===== src/rtl/prog_loader_if.sv =====
// Byte-stream and instruction-memory write bundle for prog_loader.
// Handshake: a byte moves on a rising clk edge where byte_valid && byte_ready; the source holds byte_data stable while byte_valid is high and unaccepted.
interface prog_loader_if #(
  parameter int ADDR_W = 5,
  parameter int DATA_W = 16
);
  logic              byte_valid;
  logic [7:0]        byte_data;
  logic              byte_ready;
  logic              mem_we;
  logic [ADDR_W-1:0] mem_addr;
  logic [DATA_W-1:0] mem_wdata;

  modport slave (
    input  byte_valid, byte_data,
    output byte_ready, mem_we, mem_addr, mem_wdata
  );

  modport master (
    output byte_valid, byte_data,
    input  byte_ready, mem_we, mem_addr, mem_wdata
  );
endinterface


===== src/rtl/prog_loader.sv =====
// Loads a count-prefixed big-endian word stream into instruction memory from address 0, holding the CPU off meanwhile.
// Optional trailing XOR checksum byte is enabled by defining PROG_LOADER_CHECKSUM_EN.
module prog_loader #(
  parameter int ADDR_W = 5,
  parameter int DATA_W = 16
) (
  input  logic        clk,
  input  logic        reset,
  input  logic        start,
  prog_loader_if.slave bus,
  output logic        cpu_hold,
  output logic        busy,
  output logic        done,
  output logic        error,
  output logic [2:0]  state_dbg
);

  typedef enum logic [2:0] {
    ST_IDLE  = 3'd0,
    ST_COUNT = 3'd1,
    ST_HI    = 3'd2,
    ST_LO    = 3'd3,
    ST_WRITE = 3'd4,
`ifdef PROG_LOADER_CHECKSUM_EN
    ST_CHK   = 3'd5,
`endif
    ST_FIN   = 3'd6
  } state_t;

  localparam logic [ADDR_W:0]   CAP      = {1'b1, {ADDR_W{1'b0}}};
  localparam logic [ADDR_W:0]   WORD_ONE = {{ADDR_W{1'b0}}, 1'b1};
  localparam logic [ADDR_W-1:0] ADDR_ONE = {{(ADDR_W-1){1'b0}}, 1'b1};

  state_t            state_q, state_d;
  logic [ADDR_W:0]   count_q, count_d;
  logic [ADDR_W-1:0] addr_q, addr_d;
  logic [7:0]        hi_q, hi_d;
  logic [ADDR_W-1:0] mem_addr_q, mem_addr_d;
  logic [DATA_W-1:0] mem_wdata_q, mem_wdata_d;
  logic              byte_ready_w;
  logic              xfer;
  logic              last_word;
`ifdef PROG_LOADER_CHECKSUM_EN
  logic [7:0]        acc_q, acc_d;
  logic              error_q, error_d;
`endif

  always_ff @(posedge clk or posedge reset) begin
    if (reset) begin
      state_q     <= ST_IDLE;
      count_q     <= '0;
      addr_q      <= '0;
      hi_q        <= '0;
      mem_addr_q  <= '0;
      mem_wdata_q <= '0;
`ifdef PROG_LOADER_CHECKSUM_EN
      acc_q       <= '0;
      error_q     <= 1'b0;
`endif
    end else begin
      state_q     <= state_d;
      count_q     <= count_d;
      addr_q      <= addr_d;
      hi_q        <= hi_d;
      mem_addr_q  <= mem_addr_d;
      mem_wdata_q <= mem_wdata_d;
`ifdef PROG_LOADER_CHECKSUM_EN
      acc_q       <= acc_d;
      error_q     <= error_d;
`endif
    end
  end

  // Ready is decoded from the registered state only, so there is no valid->ready path.
  always_comb begin
    byte_ready_w = 1'b0;
    case (state_q)
      ST_COUNT, ST_HI, ST_LO: byte_ready_w = 1'b1;
`ifdef PROG_LOADER_CHECKSUM_EN
      ST_CHK:                 byte_ready_w = 1'b1;
`endif
      default:                byte_ready_w = 1'b0;
    endcase
  end

  assign xfer      = bus.byte_valid && byte_ready_w;
  assign last_word = (({1'b0, addr_q} + WORD_ONE) == count_q);

  always_comb begin
    state_d     = state_q;
    count_d     = count_q;
    addr_d      = addr_q;
    hi_d        = hi_q;
    mem_addr_d  = mem_addr_q;
    mem_wdata_d = mem_wdata_q;
`ifdef PROG_LOADER_CHECKSUM_EN
    acc_d       = acc_q;
    error_d     = error_q;
`endif
    case (state_q)
      ST_IDLE: begin
        if (start) begin
          state_d = ST_COUNT;
          addr_d  = '0;
`ifdef PROG_LOADER_CHECKSUM_EN
          acc_d   = '0;
          error_d = 1'b0;
`endif
        end
      end
      ST_COUNT: begin
        if (xfer) begin
          // Zero and oversize counts both mean a full memory, so the address never wraps to 0.
          if (bus.byte_data == 8'h00 || 32'(bus.byte_data) > 32'(CAP)) begin
            count_d = CAP;
          end else begin
            count_d = (ADDR_W+1)'(bus.byte_data);
          end
`ifdef PROG_LOADER_CHECKSUM_EN
          acc_d   = acc_q ^ bus.byte_data;
`endif
          state_d = ST_HI;
        end
      end
      ST_HI: begin
        if (xfer) begin
          hi_d    = bus.byte_data;
`ifdef PROG_LOADER_CHECKSUM_EN
          acc_d   = acc_q ^ bus.byte_data;
`endif
          state_d = ST_LO;
        end
      end
      ST_LO: begin
        if (xfer) begin
          mem_addr_d  = addr_q;
          mem_wdata_d = {hi_q, bus.byte_data};
`ifdef PROG_LOADER_CHECKSUM_EN
          acc_d       = acc_q ^ bus.byte_data;
`endif
          state_d     = ST_WRITE;
        end
      end
      ST_WRITE: begin
        addr_d = addr_q + ADDR_ONE;
        if (last_word) begin
`ifdef PROG_LOADER_CHECKSUM_EN
          state_d = ST_CHK;
`else
          state_d = ST_FIN;
`endif
        end else begin
          state_d = ST_HI;
        end
      end
`ifdef PROG_LOADER_CHECKSUM_EN
      ST_CHK: begin
        if (xfer) begin
          if (bus.byte_data != acc_q) error_d = 1'b1;
          state_d = ST_FIN;
        end
      end
`endif
      ST_FIN:  state_d = ST_IDLE;
      default: state_d = ST_IDLE;
    endcase
  end

  assign bus.byte_ready = byte_ready_w;
  assign bus.mem_we     = (state_q == ST_WRITE);
  assign bus.mem_addr   = mem_addr_q;
  assign bus.mem_wdata  = mem_wdata_q;
  assign busy           = (state_q != ST_IDLE);
  assign cpu_hold       = (state_q != ST_IDLE) && (state_q != ST_FIN);
  assign done           = (state_q == ST_FIN);
  assign state_dbg      = state_q;
`ifdef PROG_LOADER_CHECKSUM_EN
  assign error          = error_q;
`else
  assign error          = 1'b0;
`endif

endmodule


===== src/flat_wrapper.sv =====
// flat-port wrapper written by rule: the top's interface ports become plain ports
module prog_loader_flat 
#(
  parameter int ADDR_W = 5,
  parameter int DATA_W = 16
)
  (clk, reset, start, cpu_hold, busy, done, error, state_dbg, bus_byte_valid, bus_byte_data, bus_byte_ready, bus_mem_we, bus_mem_addr, bus_mem_wdata);
  prog_loader_if #(.ADDR_W(ADDR_W), .DATA_W(DATA_W)) bus_i ();
  input  logic clk;
  input  logic reset;
  input  logic start;
  output logic cpu_hold;
  output logic busy;
  output logic done;
  output logic error;
  output logic [2:0] state_dbg;
  input wire logic [$bits(bus_i.byte_valid)-1:0] bus_byte_valid;
  input wire logic [$bits(bus_i.byte_data)-1:0] bus_byte_data;
  output wire logic [$bits(bus_i.byte_ready)-1:0] bus_byte_ready;
  output wire logic [$bits(bus_i.mem_we)-1:0] bus_mem_we;
  output wire logic [$bits(bus_i.mem_addr)-1:0] bus_mem_addr;
  output wire logic [$bits(bus_i.mem_wdata)-1:0] bus_mem_wdata;
  assign bus_i.byte_valid = bus_byte_valid;
  assign bus_i.byte_data = bus_byte_data;
  assign bus_byte_ready = bus_i.byte_ready;
  assign bus_mem_we = bus_i.mem_we;
  assign bus_mem_addr = bus_i.mem_addr;
  assign bus_mem_wdata = bus_i.mem_wdata;
  prog_loader #(.ADDR_W(ADDR_W), .DATA_W(DATA_W)) u_core (.clk(clk), .reset(reset), .start(start), .bus(bus_i), .cpu_hold(cpu_hold), .busy(busy), .done(done), .error(error), .state_dbg(state_dbg));
endmodule

===== config.mk =====
export PLATFORM = sky130hd
export DESIGN_NAME = prog_loader_flat
export DESIGN_NICKNAME = d
export VERILOG_FILES = /design/src/rtl/prog_loader_if.sv /design/src/rtl/prog_loader.sv /design/src/flat_wrapper.sv
export SDC_FILE = /design/constraint.sdc
export NUM_CORES = 1
export LEC_CHECK = 0
export BUFFER_PORTS_ARGS = -buffer_cell sky130_fd_sc_hd__clkbuf_2
export CORE_MARGIN = 1.5
export CORE_UTILIZATION = 50
export CTS_BUF_LIST = sky130_fd_sc_hd__clkbuf_4 sky130_fd_sc_hd__clkbuf_8 sky130_fd_sc_hd__clkbuf_16
export CTS_CLUSTER_SIZE = 20
export DETAILED_ROUTE_END_ITERATION = 8
export MAX_ROUTING_LAYER = met4
export PLACE_DENSITY = 0.71
export SLEW_MARGIN = 5
export SYNTH_ARGS = -nofsm -noshare
export SYNTH_HDL_FRONTEND = slang
export SYNTH_SLANG_ARGS = --single-unit
export TNS_END_PERCENT = 1

===== constraint.sdc =====
create_clock -name clk -period 2 [get_ports clk]
set_input_delay 0.2 -clock clk [delete_from_list [all_inputs] [get_ports clk]]
set_output_delay 0.2 -clock clk [all_outputs]
set_load 0.01 [all_outputs]

==> metrics.md <==
| Metric | Value |
|---|---|
| Hold Path Class | `in2reg` |
| Antenna cells | `0` |
| Antenna viol nets, final | `0` |
| WP data required | `2.18 ns` |
| Vias in the first global route | `1311` |
| Vias | `1355` |
| Clock Skew | `0.00178 ns` |
| FP Rows | `22` |
| Met3 Use GR | `0.0582` |
| Syn Inst Count | `153` |
| Most common library cells after synthesis | `dfrtp_1 (43), mux2_2 (30), a22o_1 (7), buf_2 (7), nand2_1 (7)` |
| Met2 Usage GRT | `0.313` |
| VDD IR max | `810 uV` |
| I/O pins | `42` |
| Worst-Skew Late Latency | `0.29 ns` |
| Top Usage Layer GRT | `met2` |
| DPL Wire Length | `2.64 mm` |
| H-tree lvl count | `2` |
| Clk root buf | `clkbuf_8` |
| Setup-failing EPs final | `0` |
| Critical Path Sink Type | `flop` |
| Core area | `0.00369 mm2` |
| Post-synth top area share | `0.556` |
| Initial antenna violation count | `0` |
| Pwr dens | `1440 mW/mm2` |
| Post-CTS Hold Fix Bufs | `1` |
| Synthesis-to-finish area growth | `18.0%` |
| Number of max-cap violations | `0` |
| Final hold vios | `0` |
| Filler cell count in the final layout | `315` |
| Max Root-Sink Buffers | `2` |
| Die Ht | `65.2 um` |
| Register area share after synthesis | `0.556` |
| Status | `finished, final reports clean` |
| Post-Syn Area | `0.00193 mm2` |
| Clk pin slew, worst setup/hold paths | `0.08 ns` |
| Die ar. | `0.00425 mm2` |
| Pins Over Slew Limit | `0` |
| First-pass GRT wire length | `6.15 mm` |
| Starting density of the core | `0.524` |
| Nets | `208` |
| RSZ-0062 raised after global routing | `no` |
| Die X-Extent | `65.2 um` |
| Final wirelength | `3.60 mm` |
| CP arrival | `1.92 ns` |
| GRT Residual Overflow | `0` |
| CTS Sinks | `43` |
| CTS tree | `yes` |
| Fin crit period | `1.74 ns` |
| Mapped Avg Cell Area | `12.6 um2` |
| Final Cycle Share | `0.870` |
| Most numerous cell in the Yosys netlist | `dfrtp_1` |
| Buffers on Ports | `40` |
| Layout cell share with drive strength beyond 1 | `0.429` |
| Slew HR | `0.614` |
| Final Core Density | `0.619` |
| Number of vias per cell | `5.55` |
| Post_cts resized | `0` |
| First-pass iteration count of the detailed router | `4` |
| Register bit total from synthesis | `43` |
| Syn Nets | `166` |
| Synth top area cells | `dfrtp_1 (56%), mux2_2 (17%), a22o_1 (3.2%)` |
| Yosys warnings | `0` |
| Post-route DRC | `0` |
| CTS buffer count | `5` |
| Final GP Congestion | `0.788` |
| Leakage | `1.08 nW` |
| Iter 0 DRT Violations | `40` |
| Largest net degree at the start of global routing | `31` |
| Ys async rst share | `1.00` |
| Global Route Usage Sum | `0.196` |
| Cell variety after synth | `36` |
| Top FF cell, synth | `dfrtp_1` |
| M1 GR Usage | `0.241` |
| Fmax | `0.575 GHz` |
| Seq. cell area | `0.00108 mm2` |
| Setup Crit Path Kind | `reg2reg` |
| WL/cell | `14.7 um` |
| Postcts setup bufs | `0` |
| Number of synthesized flops with an enable pin | `0` |
| Area leader, netlist | `dfrtp_1` |
| Setup TNS Final | `0 ns` |
| CP Launch Type | `flop` |
| Crit Path Max Fanout | `11` |
| Area of the multi-input gates | `791 um2` |
| Worst-margin pin slew | `0.578 ns` |
kinds of logic after synthesis:
family,after synthesis,share of synthesized area
compound gates,24,0.0873
other cells,1,0.00194
mux,33,0.190
flops,43,0.556
fa+ha+maj,1,0.00647
simple gates,32,0.0957
buf+inv,13,0.0349
xor+xnor,6,0.0272
metal layers:
layer / vias to the layer above / share of wire
met2: 32 / 0.49
met1: 679 / 0.45
li1: 636 / -
met3: 8 / 0.048
met4: 0 / 0.015
met5: - / 0
cells in the final DEF, fill, tap and decap left out, drive strengths merged:
cell type / synthesis / final
o211ai: 1 / 1
dfrtp: 43 / 43
mux2i: 3 / 3
nand3b: 1 / 1
clkinv: 0 / 1
inv: 2 / 2
o31ai: 2 / 2
buf: 8 / 5
a211oi: 1 / 1
o2111ai: 1 / 1
nand2b: 1 / 1
nand4b: 1 / 1
ha: 1 / 1
nand2: 7 / 7
a21oi: 4 / 4
and2: 1 / 1
o22ai: 1 / 1
and3: 2 / 2
or4: 1 / 1
a22o: 7 / 7
nand4bb: 2 / 2
nor3: 2 / 2
xnor2: 3 / 3
nor2: 5 / 5
or3: 1 / 1
mux2: 30 / 30
xor2: 3 / 3
dlygate4sd3: 0 / 1
nand3: 2 / 2
clkinvlp: 0 / 1
nor2b: 3 / 3
conb: 1 / 1
a221oi: 2 / 2
o21ai: 5 / 5
clkbuf: 2 / 46
nor4: 3 / 3
metrics by stage:
step / total power [W] / cells / cell area [um2] / hold slack [ns] / setup WS (ns)
6_report: 0.00329 / 244 / 2280 / 0.189 / 0.259
4_1_cts: 0.00333 / 244 / 2280 / 0.179 / 0.273
3_5_place_dp: 0.00278 / 235 / 2180 / 0.270 / 0.296
2_1_floorplan: 0.00234 / 153 / 1930 / 0.333 / 0.375
3_3_place_gp: 0.00272 / 235 / 2180 / 0.270 / 0.357
5_1_grt: 0.00353 / 244 / 2280 / 0.186 / 0.150
flip-flops by register name, summed over array words and instances, names as in the netlist:
register              cells
u_core.bus.mem_addr       5
u_core.bus.mem_wdata     16
u_core.state_dbg          3
u_core.hi_q               8
u_core.addr_q             5
u_core.count_q            6
where the power goes:
part	internal, W	leakage [nW]	switching, W
clock network	0.000257	0.0446	0.000288
registers	0.00124	0.541	0.000293
logic	0.000659	0.496	0.000557
worst paths after layout:
| check | from | to | slack [ns] | depth (start not counted) |
|---|---|---|---|---|
| worst max-delay path | u_core.state_dbg[1] | u_core.hi_q[6] | 0.26 | 3 |
| max in group asynchronous | reset | u_core.hi_q[1] | 0.96 | 4 |
| worst min-delay path | bus_byte_data[1] | u_core.count_q[1] | 0.19 | 2 |
| min in group asynchronous | reset | u_core.bus.mem_addr[4] | 0.49 | 3 |
| worst min register to register | u_core.bus.mem_addr[3] | u_core.bus.mem_addr[3] | 0.51 | 1 |
| worst max register to register | u_core.state_dbg[1] | u_core.hi_q[6] | 0.26 | 3 |
critical path: stages (launching register included):
cell and delay (ns):
dfrtp_1 0.54, nor2b_1 0.27, and3_1 0.44, mux2_2 0.38
layout make-up:
class | count | area share
Clock inverter | 2 | 0.00548
Inverter | 2 | 0.00329
Multi-Input combinational cell | 97 | 0.346
Clock buffer | 6 | 0.0334
Timing Repair Buffer | 46 | 0.114
Sequential cell | 43 | 0.471
Tap cell | 48 | 0.0263
Note: power is estimated with default switching activity, not from simulation.
